File: src/rtl/pipe_ctrl_pkg.sv
// Shared constants and state encoding for the pipeline hazard controller.
// Optional perf counters in pipe_ctrl are enabled by defining PIPE_CTRL_PERF_EN.
package pipe_ctrl_pkg;

    localparam int unsigned STALLBUS_W = 6;

    localparam int unsigned STG_PC  = 0;
    localparam int unsigned STG_IF  = 1;
    localparam int unsigned STG_ID  = 2;
    localparam int unsigned STG_EX  = 3;
    localparam int unsigned STG_MEM = 4;
    localparam int unsigned STG_WB  = 5;

    localparam logic Stop   = 1'b1;
    localparam logic NoStop = 1'b0;

    typedef enum logic {
        StRun   = 1'b0,
        StFlush = 1'b1
    } state_e;

endpackage

File: src/rtl/pipe_ctrl_stall_prefix.sv
// Priority-to-prefix mask: every stage at or younger than the oldest requester is held.
module pipe_ctrl_stall_prefix
    import pipe_ctrl_pkg::*;
#(
    parameter int unsigned NSTAGE = STALLBUS_W
) (
    input  logic [NSTAGE-1:0] i_req,
    output logic [NSTAGE-1:0] o_mask
);

    logic w_acc;

    // Walk from the oldest stage down, OR-accumulating requests.
    always_comb begin
        w_acc  = NoStop;
        o_mask = '0;
        for (int i = NSTAGE - 1; i >= 0; i--) begin
            w_acc     = w_acc | i_req[i];
            o_mask[i] = w_acc;
        end
    end

endmodule

File: src/rtl/pipe_ctrl.sv
// Pipeline hazard controller: prefix stall merge, registered one-cycle flush, livelock watchdog.
// Define PIPE_CTRL_PERF_EN to add stall-cycle and flush performance counters.
module pipe_ctrl
    import pipe_ctrl_pkg::*;
#(
    parameter int unsigned NSTAGE     = STALLBUS_W,
    parameter int unsigned AW         = 32,
    parameter int unsigned WDOG_LIMIT = 1024
) (
    input  logic              i_clk,
    input  logic              i_rst,
    input  logic [NSTAGE-1:0] i_stallreq,
    input  logic              i_flushreq,
    input  logic [AW-1:0]     i_flush_pc,
    output logic [NSTAGE-1:0] o_stall,
    output logic              o_flush,
    output logic [AW-1:0]     o_new_pc,
    output logic              o_wdog_timeout
`ifdef PIPE_CTRL_PERF_EN
    ,
    output logic [31:0]       o_perf_stall_cycles,
    output logic [31:0]       o_perf_flush_cnt
`endif
);

    localparam int unsigned CW = $clog2(WDOG_LIMIT + 1);

    state_e            r_state;
    logic              r_flush;
    logic [AW-1:0]     r_new_pc;
    logic [CW-1:0]     r_wdog_cnt;
    logic              r_wdog_timeout;
    logic [NSTAGE-1:0] w_prefix;
    logic [NSTAGE-1:0] w_stall;
    logic              w_stall_any;

    pipe_ctrl_stall_prefix #(
        .NSTAGE (NSTAGE)
    ) u_stall_prefix (
        .i_req  (i_stallreq),
        .o_mask (w_prefix)
    );

    // The flush cycle kills everything in flight, so nothing is held then.
    always_comb begin
        w_stall     = (r_state == StRun) ? w_prefix : {NSTAGE{NoStop}};
        w_stall_any = |w_stall;
    end

    always_ff @(posedge i_clk) begin
        if (i_rst) begin
            r_state  <= StRun;
            r_flush  <= 1'b0;
            r_new_pc <= '0;
        end else begin
            case (r_state)
                StRun: begin
                    if (i_flushreq) begin
                        r_state  <= StFlush;
                        r_flush  <= 1'b1;
                        r_new_pc <= i_flush_pc;
                    end
                end
                StFlush: begin
                    r_state <= StRun;
                    r_flush <= 1'b0;
                end
                default: begin
                    r_state <= StRun;
                    r_flush <= 1'b0;
                end
            endcase
        end
    end

    // Timeout is raised on the same edge the counter reaches the limit.
    always_ff @(posedge i_clk) begin
        if (i_rst) begin
            r_wdog_cnt     <= '0;
            r_wdog_timeout <= 1'b0;
        end else if (w_stall_any) begin
            if (r_wdog_cnt != CW'(WDOG_LIMIT)) begin
                r_wdog_cnt <= r_wdog_cnt + CW'(1);
            end
            if (r_wdog_cnt >= CW'(WDOG_LIMIT - 1)) begin
                r_wdog_timeout <= 1'b1;
            end
        end else begin
            r_wdog_cnt <= '0;
        end
    end

`ifdef PIPE_CTRL_PERF_EN
    logic [31:0] r_perf_stall_cycles;
    logic [31:0] r_perf_flush_cnt;

    always_ff @(posedge i_clk) begin
        if (i_rst) begin
            r_perf_stall_cycles <= '0;
            r_perf_flush_cnt    <= '0;
        end else begin
            if (w_stall_any) begin
                r_perf_stall_cycles <= r_perf_stall_cycles + 32'd1;
            end
            if (r_flush) begin
                r_perf_flush_cnt <= r_perf_flush_cnt + 32'd1;
            end
        end
    end

    assign o_perf_stall_cycles = r_perf_stall_cycles;
    assign o_perf_flush_cnt    = r_perf_flush_cnt;
`endif

    assign o_stall        = w_stall;
    assign o_flush        = r_flush;
    assign o_new_pc       = r_new_pc;
    assign o_wdog_timeout = r_wdog_timeout;

endmodule

File: config.mk
export PLATFORM = sky130hd
export DESIGN_NAME = pipe_ctrl
export DESIGN_NICKNAME = d
export VERILOG_FILES = /design/src/rtl/pipe_ctrl_pkg.sv /design/src/rtl/pipe_ctrl_stall_prefix.sv /design/src/rtl/pipe_ctrl.sv
export SDC_FILE = /design/constraint.sdc
export NUM_CORES = 1
export LEC_CHECK = 0
export BUFFER_PORTS_ARGS = -buffer_cell sky130_fd_sc_hd__buf_2
export CORE_ASPECT_RATIO = 0.5
export CORE_MARGIN = 4
export CORE_UTILIZATION = 49
export CTS_BUF_LIST = sky130_fd_sc_hd__clkbuf_4
export DETAILED_ROUTE_END_ITERATION = 16
export PLACE_DENSITY = 0.78
export SLEW_MARGIN = 20
export SYNTH_ARGS = -nofsm -noshare
export SYNTH_HDL_FRONTEND = slang
export SYNTH_HIERARCHICAL = 1
export SYNTH_SLANG_ARGS = --single-unit
File: constraint.sdc
create_clock -name i_clk -period 2.3 [get_ports i_clk]
set_input_delay 0.46 -clock i_clk [delete_from_list [all_inputs] [get_ports i_clk]]
set_output_delay 0.46 -clock i_clk [all_outputs]
set_load 0.01 [all_outputs]
[Word-level counts from Yosys, hierarchy flattened]
Cells that the tools add are included.
Word-level totals
  bits in registers: 46
  bits in latches: 0
  bits in writable memories: 0
  memory bits (read-only): 0
  bits of input ports: 41
  output and inout bits: 40
  word-level logic and storage cells: 25
  memories kept: 0
Cells by class
  $add $sub $neg: 1
  multipliers: 0
  div/mod/pow operators: 0
  magnitude comparators: 1
  eq/ne operators: 2
  shift-type cells: 0
  mux-type cells: 5
  bitwise operators: 7
  reduce and logical (&&, ||, !) cells: 4
Operators with widths (number)
  $add A11 B1 Y11 const B: 1
  $ge A11 B10 Y1 const B: 1
  $ne A11 B11 Y1 const B: 1
  $mux W6: 1
  $reduce_or A6 Y1: 1
  $or A1 B1 Y1: 5
  $pmux W1 S2: 2
  $reduce_and A2 Y1: 2
  $mux W1: 2
  $ne A2 B2 Y1 const B: 1
  $not A1 Y1: 2
  $reduce_or A2 Y1: 1

[Longest topological paths before layout]
Gate-level depths: netlist (run 1).
  depth after elaboration: 9
  gate-level depth with buffers: 7
  gate-level depth less buffers: 5

[Cells and area by module]
The synthesis (run 1) kept the hierarchy.
By module, submodules not included
  pipe_ctrl: times used 1, cells each 226, area each 1835.5 µm², sequential area each 920.9 µm²
  pipe_ctrl_stall_prefix: times used 1, cells each 7, area each 52.6 µm², sequential area each 0.0 µm²

[Worst setup path before layout (run 1)]
OpenSTA, ideal clock, no wires.
  path type: input to register
  start point: in i_stallreq[4]
  end point: reg r_wdog_cnt[8]
  library setup time: 0.136 ns
  data arrival time: 1.999 ns
  required time: 2.164 ns
  setup slack: 0.165 ns
  stages on the path: 7
  path buffers: 2
  cells stage by stage: or3_4 or4_1 buf_4 nor2_1 a211o_1 clkbuf_1 a211oi_1
Between the ends
  cells in the longest elaborated chain, start to end: 9
Ends and longest elaborated chain
  from (decl): line pipe_ctrl.sv:12  | input logic [NSTAGE-1:0] i_stallreq,
  $or A1 B1 Y1 (5 in series): line pipe_ctrl_stall_prefix.sv:18  | w_acc = w_acc | i_req[i];
  named net u_stall_prefix.w_acc: line pipe_ctrl_stall_prefix.sv:11  | logic w_acc;
  $mux W6: line pipe_ctrl.sv:46  | w_stall = (r_state == StRun) ? w_prefix : {NSTAGE{NoStop}};
  $reduce_or A6 Y1: line pipe_ctrl.sv:47  | w_stall_any = |w_stall;
  $not A1 Y1 (no line)
  $reduce_or A2 Y1 (no line)
  to (signal assigned): line pipe_ctrl.sv:83  | r_wdog_cnt <= r_wdog_cnt + CW'(1);
  to (decl): line pipe_ctrl.sv:31  | logic [CW-1:0] r_wdog_cnt;
The timed path passes the listed nets, and every way through them passes these cells.
A chain may end at the register's enable or synchronous reset.

[Final worst setup path (run 1)]
  start point: in i_stallreq[4]
  end point: out o_stall[0]
Between the ends
  cells in the longest elaborated chain, start to end: 6
Ends and longest elaborated chain
  $or A1 B1 Y1 (2 in series): line pipe_ctrl_stall_prefix.sv:18
  named net w_prefix[3]: line pipe_ctrl.sv:33  | logic [NSTAGE-1:0] w_prefix;
  $or A1 B1 Y1 (3 in series): line pipe_ctrl_stall_prefix.sv:18
  named net w_prefix[0]: line pipe_ctrl.sv:33
  $mux W6: line pipe_ctrl.sv:46
  to (decl): line pipe_ctrl.sv:15  | output logic [NSTAGE-1:0] o_stall,
The timed path passes the listed nets, and every way through them passes these cells.

==> results of run 1 <==
## synthesized netlist by cell type, drive strengths merged, types with 2 or more instances
cell	number	area, µm²
a211oi	3	27.5
inv	6	22.5
nand2	68	255
a21oi	38	190
nand2b	2	12.5
a31o	2	17.5
buf	7	45.0
nor4	2	12.5
o21ai	2	10.0
clkbuf	10	37.5
nor2	6	22.5
or3	4	31.3
or2	2	12.5
xor2	2	17.5
o31ai	4	30.0
nand4	3	18.8
nor2b	7	43.8
ha	2	25.0
nand3	4	25.0
dfxtp	46	921
or4	5	41.3
## per-stage QoR
stage | hold slack [ns] | total power [mW] | utilization, % | cells | setup slack [ns]
5_1_grt | 0.286 | 1.64 | 68.0 | 361 | 0.129
3_5_place_dp | 0.444 | 1.09 | 65.7 | 353 | 0.175
6_report | 0.314 | 1.56 | 68.0 | 361 | 0.169
3_3_place_gp | 0.439 | 1.08 | 65.7 | 353 | 0.188
4_1_cts | 0.291 | 1.58 | 68.0 | 361 | 0.174
2_1_floorplan | 0.460 | 0.989 | - | 233 | 0.165
## cell type report
cell class / count / area share [%]
Clock buffer: 5 / 1.55
Timing Repair Buffer: 86 / 19.4
Tap cell: 51 / 2.63
Sequential cell: 46 / 38.0
Inverter: 6 / 0.929
Clock inverter: 3 / 1.81
Multi-Input combinational cell: 164 / 35.7
## worst paths after layout
kind                         startpoint                         end  slack (ns)  cells after the start
max                       i_stallreq[4]                  o_stall[0]        0.17                      5
min                       i_flush_pc[0]    o_new_pc[0]$_SDFFE_PP0P_        0.31                      3
max reg2reg  r_wdog_cnt[0]$_SDFFE_PP0P_  r_wdog_cnt[8]$_SDFFE_PP0P_        0.68                      4
min reg2reg    o_new_pc[1]$_SDFFE_PP0P_    o_new_pc[1]$_SDFFE_PP0P_        0.46                      2
## power by group through the flow
stage | sequential [mW] | combinational (mW) | clock [mW]
6_report | 0.858 | 0.211 | 0.491
4_1_cts | 0.858 | 0.215 | 0.510
3_3_place_gp | 0.874 | 0.209 | 0
3_5_place_dp | 0.876 | 0.214 | 0
2_1_floorplan | 0.889 | 0.0998 | 0
5_1_grt | 0.863 | 0.239 | 0.540
## registers in the layout, indices dropped and copies added, names as in the netlist
register,flops
o_new_pc,32
r_wdog_cnt,11
o_flush,1
o_wdog_timeout,1
r_state,1
## tightest hold or removal path: stages
cell and delay [ns]:
sky130_fd_sc_hd__buf_2 0.09, sky130_fd_sc_hd__nand2_1 0.04, sky130_fd_sc_hd__a21oi_1 0.05
## layer usage
metal  track usage, %  vias to the layer above
li1                 -                      937
met1             19.1                      813
met2             32.7                       39
met3             5.64                        8
met4             7.31                        0
met5                0                        -
## kinds of logic after synthesis
family          share of synthesized area (%)
simple gates                             26.3
compound gates                           17.1
flops                                    48.8
buf+inv                                  5.57
xor+xnor                                0.928
fa+ha+maj                                1.33
## layout by cell type (no fill, tap or decap), types with 3 or more instances in the layout
cell type,n
sky130_fd_sc_hd__a21oi_1,38
sky130_fd_sc_hd__buf_2,80
sky130_fd_sc_hd__buf_4,4
sky130_fd_sc_hd__clkbuf_4,5
sky130_fd_sc_hd__dfxtp_1,46
sky130_fd_sc_hd__inv_1,6
sky130_fd_sc_hd__nand2_1,68
sky130_fd_sc_hd__nand3_1,3
sky130_fd_sc_hd__nand4_1,3
sky130_fd_sc_hd__nor2_1,6
sky130_fd_sc_hd__nor2b_1,6
sky130_fd_sc_hd__o31ai_1,4
sky130_fd_sc_hd__or4_1,4
==> results.ini, run 1 <==
[placement]
post-dp-hpwl_mm=3.21
io_buffer_count=80
routabilityCongestion=0.775
place_area_um2=2340

[setup_path]
gate_family_responsible_for_the_most_delay_along_the_worst_path=simple AND/OR/NAND/NOR gates
worst_path_largest_cell_delay_ns=0.42
cp_max_fo=5
worstPathBufferInverterCount=2
critPathMostFrequentCell=sky130_fd_sc_hd__buf_2
cp.required_ns=1.84
worst-setup-path-type=input port to output pin
worst-endpoint-arrival_ns=1.67
timing.critical_path.slowest_stage_cell=sky130_fd_sc_hd__or4_1
timing.critical_path.to_type=output pin
worstPathCellList=buf_2 -> or3_4 -> or4_1 -> nor2b_1 -> buf_2
worst_setup_path_start_kind=input port

[finish]
layout.area.seq_um2=921
layout.nets=352
multi_input_comb_area_um2=865
final.fill_count=309
syn2layout_area_growth_pct=28.4
design_area_um2=2420
layout-drive-gt1-share_pct=33.9
n_antenna_cell=0

[power]
seq_power_share_pct=55.0
switching_power_mw=0.394
power.static_leakage_nw=1.06
switching_share_pct=25.3
vdd_drop_max_mv=0.260
p_int_mw=1.17
power-per-cell-area_nw_per_um2=644
clockPowerShare_pct=31.5
power_frac_comb_pct=13.5

[die]
coreArea_um2=3570
die-width_um=95.8
io_pins=81
design.die.area_um2=4970
die_h_um=51.9
rows=15
initial_core_util_pct=52.9

[drt]
detailroute.wirelength.met3_um=257
first_iter_violations=55
viasPerCell=4.98
route.antenna.remaining_nets=0
detail_route.first_pass.iterations=4
postRouteWirelength_mm=4.23
drt_drc_violations_left=0
met1_length_mm=1.77
dr_wl_met2_mm=2.15
avgRoutedWirePerCell_um=11.7
route.vias.total=1797
route.top_layer_used=met4

[worst_hold_path]
min-delay-path-class=input port to register

[sta]
totalNegativeSetupSlack_ns=0
final.min_clock_period_ns=2.13
grt_setup_unrepaired=no
tightest_slew_ns=0.624
hold_viol=0
slew_violations=0
setup_viol=0
maxClockFrequency_ghz=0.469
slew_headroom_pct=58.4
skew_ns=0.0100
period_share_pct=92.6

[synthesis]
synth_enable_flop_cells=0
synth.cell_area_um2=1890
synth_seq_area_share_pct=48.8
postSynthCellCount=233
async_s_r_ff_share_synth_pct=0
synth.yosys.warnings=6
synth_ff_type=sky130_fd_sc_hd__dfxtp_1
ys_types=37
synth-seq-cells=46
syn_nets=276
synth.avg_cell_area_um2=8.10

[clock_network]
clock_path_buffers=2
post-cts-setup-buffers=0
clkTransAtPathRegs_ns=0.14
htreeDepth=2
postCtsResizedCells=0
post_cts_hold_buffer_count=0
cts_sinks=46
numCtsBuffers=5
tritoncts_clock_tree=yes
worst_skew_pair.late_latency_ns=0.36
cts_root_buffer=sky130_fd_sc_hd__clkbuf_4

[grt]
grt_start_max_net_pins=38
number_of_antenna_violations_at_the_first_check_in_global_routing=0
globalRouteOverflowTotal=0
grt_util_all_layers_pct=17.8
grt_first_pass_wirelength_mm=6.89
grt_pass1_vias=1636

[status]
run_status=finished, final reports clean

[flow_run]
max_cap_viol_count=0

(Power assumes the default switching activity.)
==> run 2: changes to the inputs <==
--- a/config.mk
+++ b/config.mk
@@ -5,13 +5,13 @@
 export SDC_FILE = /design/constraint.sdc
 export NUM_CORES = 1
 export LEC_CHECK = 0
-export BUFFER_PORTS_ARGS = -buffer_cell sky130_fd_sc_hd__buf_2
-export CORE_ASPECT_RATIO = 0.5
+export CORE_ASPECT_RATIO = 1.75
 export CORE_MARGIN = 4
-export CORE_UTILIZATION = 49
+export CORE_UTILIZATION = 55
 export CTS_BUF_LIST = sky130_fd_sc_hd__clkbuf_4
 export DETAILED_ROUTE_END_ITERATION = 16
-export PLACE_DENSITY = 0.78
+export DONT_BUFFER_PORTS = 1
+export PLACE_DENSITY = 0.66
 export SLEW_MARGIN = 20
 export SYNTH_ARGS = -nofsm -noshare
 export SYNTH_HDL_FRONTEND = slang
==> run 2 against run 1 <==
Net effect: sequential share of layout area is 9.2 points higher; fmax increased by 12%; clock-buffer cell count rose by 1; global-route usage increased by 0.92 points; flip-flop and latch count did not move.
==> results.ini, run 2 (synthesis results as in run 1) <==
[clock_network]
numCtsBuffers=5
cts_root_buffer=sky130_fd_sc_hd__clkbuf_4
clkTransAtPathRegs_ns=0.12
htreeDepth=2
worst_skew_pair.late_latency_ns=0.34
clock_path_buffers=2
post_cts_hold_buffer_count=0
cts_sinks=46
tritoncts_clock_tree=yes
postCtsResizedCells=0
post-cts-setup-buffers=0

[finish]
n_antenna_cell=0
syn2layout_area_growth_pct=3.38
final_common_cell=sky130_fd_sc_hd__nand2_1
final_cell_mix=sky130_fd_sc_hd__nand2_1 (68), sky130_fd_sc_hd__dfxtp_1 (46), sky130_fd_sc_hd__a21oi_1 (38)
largest_reg_flops=32
finalNonFillerCells=271
layout.nets=271
layout-drive-gt1-share_pct=10.1

[die]
die_h_um=85.5
io_pins=81
coreArea_um2=3210
rows=27
die-width_um=52.3
design.die.area_um2=4470
initial_core_util_pct=58.8

[grt]
grt_pass1_vias=1593
globalRouteOverflowTotal=0
grt_start_max_net_pins=38
grt_first_pass_wirelength_mm=6.53
number_of_antenna_violations_at_the_first_check_in_global_routing=0
grt_util_all_layers_pct=18.7

[setup_path]
timing.critical_path.to_type=output pin
cp_max_fo=5
reg2reg_setup_slack_ns=0.66
timing.critical_path.slowest_stage_cell=sky130_fd_sc_hd__or4_1
worstPathCellList=or3_4 -> or4_1 -> nor2b_1
worstReg2RegStart=r_wdog_cnt[0]$_SDFFE_PP0P_
worst_setup_path_start_kind=input port
cp.required_ns=1.84
worst_r2r_endpoint=r_wdog_cnt[8]$_SDFFE_PP0P_
worst-setup-path-type=input port to output pin
worst-endpoint-arrival_ns=1.44
rr_worst_depth=4
worst_path_largest_cell_delay_ns=0.42

[drt]
route.antenna.remaining_nets=0
postRouteWirelength_mm=4.13
detail_route.first_pass.iterations=4
route.vias.total=1556
viasPerCell=5.74
drt_drc_violations_left=0
avgRoutedWirePerCell_um=15.2
first_iter_violations=40

[power]
switching_power_mw=0.336
design_power_total_mw=1.34
power.static_leakage_nw=0.676
seq_power_share_pct=65.7
power_frac_comb_pct=7.8
switching_share_pct=25.1
vdd_drop_max_mv=0.520
power-per-cell-area_nw_per_um2=687
clockPowerShare_pct=26.5
p_int_mw=1.00

[sta]
timing.hold.ws_ns=0.169
period_share_pct=82.8
skew_ns=0.00595
setup_viol=0
totalNegativeSetupSlack_ns=0
maxClockFrequency_ghz=0.525
tightest_slew_ns=0.348
grt_setup_unrepaired=no
final.min_clock_period_ns=1.90
slew_headroom_pct=76.7
hold_viol=0
slew_violations=0

[worst_hold_path]
worstHoldPathCells=1
worstHoldEndpoint=o_new_pc[17]$_SDFFE_PP0P_
critical_hold_path_startpoint=i_rst
min-delay-path-class=input port to register

[placement]
post-dp-hpwl_mm=3.14
routabilityCongestion=0.829
cell_count_after_placement=264
io_buffer_count=0

[status]
run_status=finished, final reports clean

[flow_run]
max_cap_viol_count=0

==> run 2: changes by cell type in the layout (fill, tap and decap cells not counted) <==
cell / change
sky130_fd_sc_hd__clkbuf_4: +1
sky130_fd_sc_hd__buf_12: -2
sky130_fd_sc_hd__clkinvlp_4: +1
sky130_fd_sc_hd__clkinv_2: -1
sky130_fd_sc_hd__buf_2: -80
sky130_fd_sc_hd__inv_6: -1
sky130_fd_sc_hd__buf_4: +1
sky130_fd_sc_hd__bufinv_16: -1
==> run 2: power by group through the flow <==
stage                     Sequential (mW)  Combinational (mW)  Clock [mW]
after floorplan                     0.889              0.0998           0
after global routing                0.885               0.119       0.404
final                               0.881               0.104       0.355
after detailed placement            0.900               0.106           0
after global placement              0.898              0.0981           0
after CTS                           0.882               0.106       0.375
==> run 2: worst max path at each step <==
stage,startpoint,cells past startpoint,slack [ns],to
global route,i_stallreq[4],3,0.36,o_stall[0]
floorplan,i_stallreq[4],7,0.17,r_wdog_cnt[8]$_SDFFE_PP0P_
finish,i_stallreq[4],3,0.40,o_stall[0]
CTS,i_stallreq[4],3,0.39,o_stall[0]
global placement,i_stallreq[4],6,0.32,r_wdog_cnt[8]$_SDFFE_PP0P_
detailed placement,i_stallreq[4],6,0.26,r_wdog_cnt[8]$_SDFFE_PP0P_
==> run 2: area by class of cell <==
type,count,area [µm²]
Multi-Input combinational cell,164,865
Clock inverter,1,7.51
Inverter,6,22.5
Fill cell,282,1260
Clock buffer,6,45.0
Sequential cell,46,921
Timing Repair Buffer,5,37.5
Tap cell,43,53.8
==> run 2: layer usage <==
layer | GRT usage [%] | up-vias | routed length, µm | share of wire, %
li1 | - | 781 | - | -
met1 | 16.4 | 720 | 1390 | 34
met2 | 36.7 | 49 | 2340 | 57
met3 | 5.39 | 6 | 346 | 8.4
met4 | 7.91 | 0 | 62 | 1.5
met5 | 0 | - | 0 | 0
==> run 2: critical path: cells and delay by family <==
kind	cells	cell delay, ns
and+or+nand+nor	3	0.98
==> run 2: stage by stage <==
stage	setup WS [ns]	area, µm²	util (%)
3_3_place_gp	0.321	1900	59.2
2_1_floorplan	0.165	1890	-
6_report	0.395	1950	60.8
4_1_cts	0.395	1950	60.8
5_1_grt	0.361	1950	60.8
3_5_place_dp	0.257	1900	59.2
